### src/rtl/dbg_wb_pkg.sv
// dbg_wb_pkg: shared definitions for the JTAG debug-to-Wishbone bridge.
//   - DR field offsets (write-enable bit, address LSB, data LSB for the 32/32 build)
//   - status bit indices returned on Capture-DR
//   - bus state enum
package dbg_wb_pkg;

   // DR layout, LSB first on the scan chain: {wdata, adr, we}
   localparam int unsigned WE_BIT  = 0;
   localparam int unsigned ADR_LSB = 1;
   localparam int unsigned DAT_LSB = 33;

   // Status nibble returned in the low bits of every capture
   localparam int unsigned ST_BUSY = 0;
   localparam int unsigned ST_ERR  = 1;
   localparam int unsigned ST_OVR  = 2;
   localparam int unsigned ST_TMO  = 3;
   localparam int unsigned ST_W    = 4;

   typedef enum logic {
      IDLE,
      BUS
   } state_e;

endpackage

### src/rtl/dbg_sync2.sv
// dbg_sync2: 1-bit two-flop synchroniser with synchronous active-high reset.
// Ports:
//   clk  in   destination clock
//   rst  in   synchronous active-high reset (output clears to 0)
//   d    in   asynchronous input
//   q    out  synchronised output, two clk edges after d
module dbg_sync2 (
   input  logic clk,
   input  logic rst,
   input  logic d,
   output logic q
);

   logic meta;

   always_ff @(posedge clk) begin
      if (rst) begin
         meta <= 1'b0;
         q    <= 1'b0;
      end else begin
         meta <= d;
         q    <= meta;
      end
   end

endmodule

### src/rtl/dbg_wb_bridge.sv
// dbg_wb_bridge: debug data register behind the JTAG TAP. Implements a DR_W-bit
// shift DR (LSB first) on the TAP chain; every Update-DR launches one single-beat
// Wishbone read or write. All TAP inputs are oversampled on wb_clk_i, so the block
// is fully synchronous to the bus clock. Read data and status come back on the
// next Capture-DR as {rdata, timeout, overrun, bus_err, busy}, zero-extended.
//
// Optional feature: define DBG_WB_TIMEOUT_EN to build a bus timeout counter that
// abandons a cycle after TIMEOUT_CYC clocks and sets timeout + bus_err. Without it,
// status bit 3 reads 0 and a cycle waits for ack/err indefinitely.
//
// Ports:
//   wb_clk_i        in   system clock (>= 8x TCK)
//   wb_rst_i        in   synchronous active-high reset
//   tck_i           in   JTAG TCK (asynchronous)
//   tdi_i           in   serial data into the DR
//   shift_dr_i      in   TAP Shift-DR indication
//   capture_dr_i    in   TAP Capture-DR indication
//   update_dr_i     in   TAP Update-DR indication
//   debug_select_i  in   debug instruction active
//   debug_tdo_o     out  DR serial output (sr[0])
//   wb_cyc_o/stb_o/we_o, wb_adr_o, wb_dat_o, wb_sel_o   Wishbone master outputs
//   wb_dat_i, wb_ack_i, wb_err_i                         Wishbone slave response
module dbg_wb_bridge
   import dbg_wb_pkg::*;
#(
   parameter int unsigned DATA_W      = 32,
   parameter int unsigned ADDR_W      = 32,
   parameter int unsigned DR_W        = 1 + ADDR_W + DATA_W,
   parameter int unsigned TIMEOUT_CYC = 255
) (
   input  logic              wb_clk_i,
   input  logic              wb_rst_i,
   input  logic              tck_i,
   input  logic              tdi_i,
   input  logic              shift_dr_i,
   input  logic              capture_dr_i,
   input  logic              update_dr_i,
   input  logic              debug_select_i,
   output logic              debug_tdo_o,
   output logic              wb_cyc_o,
   output logic              wb_stb_o,
   output logic              wb_we_o,
   output logic [ADDR_W-1:0] wb_adr_o,
   output logic [DATA_W-1:0] wb_dat_o,
   output logic [3:0]        wb_sel_o,
   input  logic [DATA_W-1:0] wb_dat_i,
   input  logic              wb_ack_i,
   input  logic              wb_err_i
);

   localparam int unsigned WDAT_LSB = ADR_LSB + ADDR_W;

   // ---------------------------------------------------------------------------
   // TAP signal synchronisation and TCK edge detect
   // ---------------------------------------------------------------------------
   logic tck_s, tdi_s, shift_s, capture_s, update_s, select_s;
   logic tck_prev;

   dbg_sync2 u_sync_tck (.clk(wb_clk_i), .rst(wb_rst_i), .d(tck_i),          .q(tck_s));
   dbg_sync2 u_sync_tdi (.clk(wb_clk_i), .rst(wb_rst_i), .d(tdi_i),          .q(tdi_s));
   dbg_sync2 u_sync_shf (.clk(wb_clk_i), .rst(wb_rst_i), .d(shift_dr_i),     .q(shift_s));
   dbg_sync2 u_sync_cap (.clk(wb_clk_i), .rst(wb_rst_i), .d(capture_dr_i),   .q(capture_s));
   dbg_sync2 u_sync_upd (.clk(wb_clk_i), .rst(wb_rst_i), .d(update_dr_i),    .q(update_s));
   dbg_sync2 u_sync_sel (.clk(wb_clk_i), .rst(wb_rst_i), .d(debug_select_i), .q(select_s));

   always_ff @(posedge wb_clk_i) begin
      if (wb_rst_i) tck_prev <= 1'b0;
      else          tck_prev <= tck_s;
   end

   logic tck_rise;
   logic dr_capture, dr_shift, dr_update;

   // One DR action per TCK edge; capture outranks shift outranks update should the
   // TAP ever present more than one indication at once.
   always_comb begin
      tck_rise   = tck_s & ~tck_prev;
      dr_capture = tck_rise & select_s & capture_s;
      dr_shift   = tck_rise & select_s & shift_s & ~capture_s;
      dr_update  = tck_rise & select_s & update_s & ~capture_s & ~shift_s;
   end

   // ---------------------------------------------------------------------------
   // Shift register, sticky status, bus FSM
   // ---------------------------------------------------------------------------
   state_e            state;
   logic [DR_W-1:0]   sr;
   logic [DATA_W-1:0] rdata;
   logic              err_st, ovr_st, tmo;
   logic [ST_W-1:0]   status;

`ifdef DBG_WB_TIMEOUT_EN
   localparam int unsigned CNT_RAW = $clog2(TIMEOUT_CYC + 1);
   localparam int unsigned CNT_W   = (CNT_RAW > 8) ? CNT_RAW : 8;
   logic [CNT_W-1:0] bus_cnt;
`else
   assign tmo = 1'b0;
`endif

   always_comb begin
      status          = '0;
      status[ST_BUSY] = (state == BUS);
      status[ST_ERR]  = err_st;
      status[ST_OVR]  = ovr_st;
      status[ST_TMO]  = tmo;
   end

   // sr only moves on qualified TCK edges, so its LSB already behaves as a
   // registered TDO that changes on tck_rise alone.
   assign debug_tdo_o = sr[0];

   always_ff @(posedge wb_clk_i) begin
      if (wb_rst_i) begin
         state    <= IDLE;
         sr       <= '0;
         rdata    <= '0;
         err_st   <= 1'b0;
         ovr_st   <= 1'b0;
`ifdef DBG_WB_TIMEOUT_EN
         tmo      <= 1'b0;
         bus_cnt  <= '0;
`endif
         wb_cyc_o <= 1'b0;
         wb_stb_o <= 1'b0;
         wb_we_o  <= 1'b0;
         wb_sel_o <= 4'h0;
         wb_adr_o <= '0;
         wb_dat_o <= '0;
      end else begin
         // Capture snapshots the pre-clear stickies; any set below in the same
         // cycle overrides the clear because it is assigned later.
         if (dr_capture) begin
            sr     <= DR_W'({rdata, status});
            err_st <= 1'b0;
            ovr_st <= 1'b0;
`ifdef DBG_WB_TIMEOUT_EN
            tmo    <= 1'b0;
`endif
         end else if (dr_shift) begin
            sr <= {tdi_s, sr[DR_W-1:1]};
         end

         case (state)
            IDLE: begin
               if (dr_update) begin
                  wb_we_o  <= sr[WE_BIT];
                  wb_adr_o <= sr[ADR_LSB +: ADDR_W];
                  wb_dat_o <= sr[WDAT_LSB +: DATA_W];
                  wb_cyc_o <= 1'b1;
                  wb_stb_o <= 1'b1;
                  wb_sel_o <= 4'hF;
`ifdef DBG_WB_TIMEOUT_EN
                  bus_cnt  <= '0;
`endif
                  state    <= BUS;
               end
            end
            BUS: begin
               if (dr_update) ovr_st <= 1'b1;
               if (wb_err_i) begin
                  err_st   <= 1'b1;
                  wb_cyc_o <= 1'b0;
                  wb_stb_o <= 1'b0;
                  wb_we_o  <= 1'b0;
                  wb_sel_o <= 4'h0;
                  state    <= IDLE;
               end else if (wb_ack_i) begin
                  if (!wb_we_o) rdata <= wb_dat_i;
                  wb_cyc_o <= 1'b0;
                  wb_stb_o <= 1'b0;
                  wb_we_o  <= 1'b0;
                  wb_sel_o <= 4'h0;
                  state    <= IDLE;
`ifdef DBG_WB_TIMEOUT_EN
               end else if (bus_cnt == CNT_W'(TIMEOUT_CYC - 1)) begin
                  // TIMEOUT_CYC cycles with cyc high and no response
                  tmo      <= 1'b1;
                  err_st   <= 1'b1;
                  wb_cyc_o <= 1'b0;
                  wb_stb_o <= 1'b0;
                  wb_we_o  <= 1'b0;
                  wb_sel_o <= 4'h0;
                  state    <= IDLE;
               end else begin
                  bus_cnt <= bus_cnt + 1'b1;
`endif
               end
            end
            default: state <= IDLE;
         endcase
      end
   end

endmodule
### config.mk
export PLATFORM = sky130hd
export DESIGN_NAME = dbg_wb_bridge
export DESIGN_NICKNAME = d
export VERILOG_FILES = /design/src/rtl/dbg_wb_pkg.sv /design/src/rtl/dbg_sync2.sv /design/src/rtl/dbg_wb_bridge.sv
export SDC_FILE = /design/constraint.sdc
export NUM_CORES = 1
export LEC_CHECK = 0
export BUFFER_PORTS_ARGS = -buffer_cell sky130_fd_sc_hd__buf_2
export CORE_MARGIN = 2
export CORE_UTILIZATION = 50
export CTS_CLUSTER_SIZE = 28
export DETAILED_ROUTE_END_ITERATION = 7
export GPL_ROUTABILITY_DRIVEN = 0
export PLACE_DENSITY = 0.72
export REMOVE_ABC_BUFFERS = 1
export SYNTH_ARGS = -nofsm -noshare
export SYNTH_HDL_FRONTEND = slang
export SYNTH_SLANG_ARGS = --single-unit
### constraint.sdc
create_clock -name wb_clk_i -period 3.85 [get_ports wb_clk_i]
set_input_delay 0.77 -clock wb_clk_i [delete_from_list [all_inputs] [get_ports wb_clk_i]]
set_output_delay 0.77 -clock wb_clk_i [all_outputs]
set_load 0.1 [all_outputs]
### Word level (Yosys, flattened, before mapping)

Index checks and enable logic that the tools add are counted.

* register bits after elaboration: 183
* logic and storage cells: 67

* multiplexer cells: 22
* equal/unequal tests: 2
* reductions and logical operators: 5
* bitwise gates (word level): 14

Operators with widths (number)
* $mux W36: 2
* $mux W1: 13
* $mux W4: 3
* $and A1 B1 Y1: 8
* $pmux W4 S2: 1
* $not A1 Y1: 6
* $pmux W1 S2: 3
* $reduce_and A2 Y1: 2
* $reduce_and A4 Y1: 1
* $ne A3 B3 Y1 const B: 1
* $ne A2 B2 Y1 const B: 1
* $reduce_bool A2 Y1: 1
* $reduce_or A2 Y1: 1

### Logic depth before layout (Yosys ltp)

* depth in word-level cells: 8
* depth in mapped cells: 7

### By module

A second synthesis with hierarchy kept.

* cell total of the unflattened synthesis: 795
* area, all modules: 6801.5 sq um

Modules (own cells, without submodules)
* dbg_wb_bridge: area each 6486.2 sq um, times used 1, cells an instance 771
* dbg_sync2: area each 52.6 sq um, times used 6, cells an instance 4

### Worst setup path before layout

OpenSTA, ideal clock, no wires.

* path type: reg2out
* start: register wb_sel_o[2] (netlist name)
* end: output wb_sel_o[0]
* stages on the path, launching flop included: 2
* data arrival time: 1.440 ns
* setup slack: 1.640 ns
* cells stage by stage: dfxtp_1 -> buf_4

RTL lines
* to (decl): RTL line dbg_wb_bridge.sv:45 `output logic [3:0] wb_sel_o,`

### Worst setup path after layout

* start: register u_sync_cap.q
* end: register wb_adr_o[16]

* cells in the longest elaborated chain, start to end: 4

Ends and longest elaborated chain
* from (decl): RTL line dbg_sync2.sv:11 `output logic q`
* from (signal assigned): RTL line dbg_sync2.sv:22 `q <= meta;`
* $not A1 Y1: RTL line dbg_wb_bridge.sv:80 `dr_update = tck_rise & select_s & update_s & ~capture_s & ~shift_s;`
* $and A1 B1 Y1 (2 in a row): RTL line dbg_wb_bridge.sv:80
* $reduce_and A2 Y1 (no line)
* to (signal assigned): RTL line dbg_wb_bridge.sv:147 `wb_adr_o <= sr[ADR_LSB +: ADDR_W];`
* to (decl): RTL line dbg_wb_bridge.sv:43 `output logic [ADDR_W-1:0] wb_adr_o,`

No other way between the ends.
A chain may end at the register's enable or synchronous reset.

==> impl_metrics.env <==
export IMPL_status="finished clean"
export IMPL_grtUsageTotal=0.205
export IMPL_max_clock_freq_mhz=405
export IMPL_h_tree_depth=4
export IMPL_power_density_nw_per_um2=449
export IMPL_clk_path_buf_depth=2
export IMPL_synthTopCellsByArea="dfxtp_1, nand2b_1, mux2i_1"
export IMPL_worst_path_buf_inv=2
export IMPL_die_width_um=124
export IMPL_yosys_most_used_dff="dfxtp_1"
export IMPL_diodes=0
export IMPL_cts_inserted_buffers=17
export IMPL_synth_avg_cell_area_um2=9.28
export IMPL_ys_seq_area_frac=0.494
export IMPL_slew_headroom=0.180
export IMPL_synth_distinct_cells=31
export IMPL_cts_hold_buf=0
export IMPL_antenna_found_initial=0
export IMPL_final_nets=889
export IMPL_fin_cells=1044
export IMPL_crit_chain="and4bb_1, buf_4, nor4bb_4, buf_12, mux2i_1"
export IMPL_final_util=0.584
export IMPL_cts_resized_gates=0
export IMPL_p_seq_frac=0.493
export IMPL_synthTopCellsByCount="dfxtp_1, nand2b_1, a21oi_1"
export IMPL_power_switching_mw=0.766
export IMPL_synth_seq_cells=179
export IMPL_hp_class="reg -> reg"
export IMPL_cts_tree="built"
export IMPL_drc=0
export IMPL_required_ps=4200
export IMPL_num_vias=5725
export IMPL_rows=44
export IMPL_core_area_um2=14400
export IMPL_power_leakage_nw=2.91
export IMPL_worst_r2r_cell_count=5
export IMPL_power_mw=3.77
export IMPL_io_pins=114
export IMPL_area_growth_synth_to_final_pct=15.7
export IMPL_setup_slack_ps=1380
export IMPL_initial_utilization=0.505
export IMPL_cts_sinks=179
export IMPL_pwr_share_comb=0.031
export IMPL_clockPowerShare=0.476
export IMPL_cts_root_buf="clkbuf_16"
export IMPL_start_kind="flip-flop"
export IMPL_synthCells=782
export IMPL_yosys_warnings=0
export IMPL_maxSlewViolCount=0
export IMPL_final_layout_size_suffix_gt1_frac=0.190
export IMPL_ir_drop_uv=316
export IMPL_synth_edf_count=0
export IMPL_internal_power_mw=3.01
export IMPL_clk_latency_ps=430
export IMPL_crit_slowest_cell="nor4bb_4"
export IMPL_yosysTopAreaCellShare=0.494
export IMPL_synth_area_um2=7260
export IMPL_grt_max_degree=127
export IMPL_setup_violations=0
export IMPL_cts_setup_buffers=0
export IMPL_pre_cts_ws_ps=1430
export IMPL_cp_top_family="simple AND/OR/NAND/NOR gates"
export IMPL_fin_crit_sh=0.641
export IMPL_drt_first_pass_iters=6
export IMPL_grt_remaining_overflow=0
export IMPL_post_dp_hpwl_um=9030
export IMPL_drt_initial_drc_count=558
export IMPL_p_sw_frac=0.203
export IMPL_rsz0062_at_grt="no"
export IMPL_cp_depth=5
export IMPL_die_area_um2=15500
export IMPL_crit_arrival_ps=2820
export IMPL_port_buffers=113
export IMPL_drt_total_wl_um=15900
export IMPL_critPathKind="reg -> reg"
export IMPL_max_cap_violations=0
export IMPL_routedWlPerCell_um=15.2
export IMPL_synth_most_common_cell="dfxtp_1"
export IMPL_grt_pass1_vias=5361
export IMPL_worstMarginPinSlew_ps=1230
export IMPL_fin_setup_tns_ps=0
export IMPL_cpPeakStageDelay_ps=600
export IMPL_synthArstFlopShare=0
export IMPL_min_path_cells=1
export IMPL_clock_skew_ps=6.70
export IMPL_synth_top_area_cell="dfxtp_1"
export IMPL_place_inst=1012
export IMPL_clk_pin_slew_ps=60
export IMPL_endpoint_kind="flip-flop"
export IMPL_vias_per_cell=5.48
export IMPL_crit_fanout=60
export IMPL_fin_crit_ps=2470
export IMPL_grt_first_pass_wirelength_um=26400
export IMPL_dieHeight_um=124
export IMPL_ant_nets=0
export IMPL_hold_viol=0
-- final cells by class --
cell class	count	area, um2
clock buffers	23	498
multi-input cells	522	3260
well taps	184	230
inverters	1	3.75
repair buffers	126	691
flip-flops and latches	179	3580
fillers	1327	5970
clock inverters	9	125
-- worst register-to-register path: stages, from the launching register on --
cell,delay [ps]
dfxtp_1,350
and4bb_1,260
buf_4,400
nor4bb_4,610
buf_12,440
mux2i_1,320
-- flip-flops by register name (all words and copies together), names as in the netlist, 32 cells and up --
name	flops
rdata	32
sr	65
wb_adr_o	32
wb_dat_o	32
-- metal layers --
| metal | GRT usage | part of all wire |
|---|---|---|
| met5 | 0 | 0 |
| met4 | 0.0826 | 0.019 |
| met3 | 0.0451 | 0.048 |
| met2 | 0.322 | 0.46 |
| met1 | 0.276 | 0.47 |
-- final timing paths --
check                                                start                         to  slack, ps
worst max-delay path               u_sync_cap.q$_SDFF_PP0_  wb_adr_o[16]$_SDFFE_PP0P_       1380
worst max register to register     u_sync_cap.q$_SDFF_PP0_  wb_adr_o[16]$_SDFFE_PP0P_       1380
worst min-delay path            u_sync_shf.meta$_SDFF_PP0_    u_sync_shf.q$_SDFF_PP0_        440
worst min register to register  u_sync_shf.meta$_SDFF_PP0_    u_sync_shf.q$_SDFF_PP0_        440
-- placed cells by master, fill, tap and decap left out --
cell        instances
dfxtp_1           179
nand2b_1          130
buf_2             112
a21oi_1            99
o21ai_0            66
nand2_1            65
mux2i_1            64
a32oi_1            35
nand3_1            30
clkbuf_16          17
nor2b_1            13
buf_4              12
clkbuf_8            5
clkinv_2            4
bufinv_16           3
nor4bb_4            2
o21ba_2             2
a22oi_1             2
clkinvlp_4          2
buf_12              2
and4bb_1            1
and2_0              1
and3b_1             1
nor2b_2             1
nand3b_1            1
nand4b_1            1
nor2_2              1
and4b_1             1
nand4bb_1           1
inv_1               1
a311o_1             1
nor3b_1             1
nor4bb_1            1
nor2_1              1
nand4_1             1
clkbuf_1            1
-- power groups by stage --
stage          clock, mW  combinational (mW)  sequential [mW]
2_1_floorplan          0              0.0410             1.91
3_3_place_gp           0               0.116             1.90
3_5_place_dp           0               0.115             1.90
4_1_cts             1.82               0.115             1.86
5_1_grt             1.90               0.125             1.86
6_report            1.80               0.115             1.86
-- cell families (layout without fill, tap and decap cells) --
group / after synthesis / in the layout / share of synthesized area
simple gates: 253 / 253 / 0.197
compound gates: 205 / 205 / 0.162
flops: 179 / 179 / 0.494
buf+inv: 81 / 159 / 0.0591
mux: 64 / 64 / 0.0883
-- through the flow --
step / hold slack [ps] / area, um2
after detailed placement: 423 / 7770
final: 437 / 8400
after CTS: 437 / 8400
after global placement: 421 / 7770
after global routing: 463 / 8400
after floorplan: 414 / 6830
No activity file was read; power rests on OpenSTA's default activity.
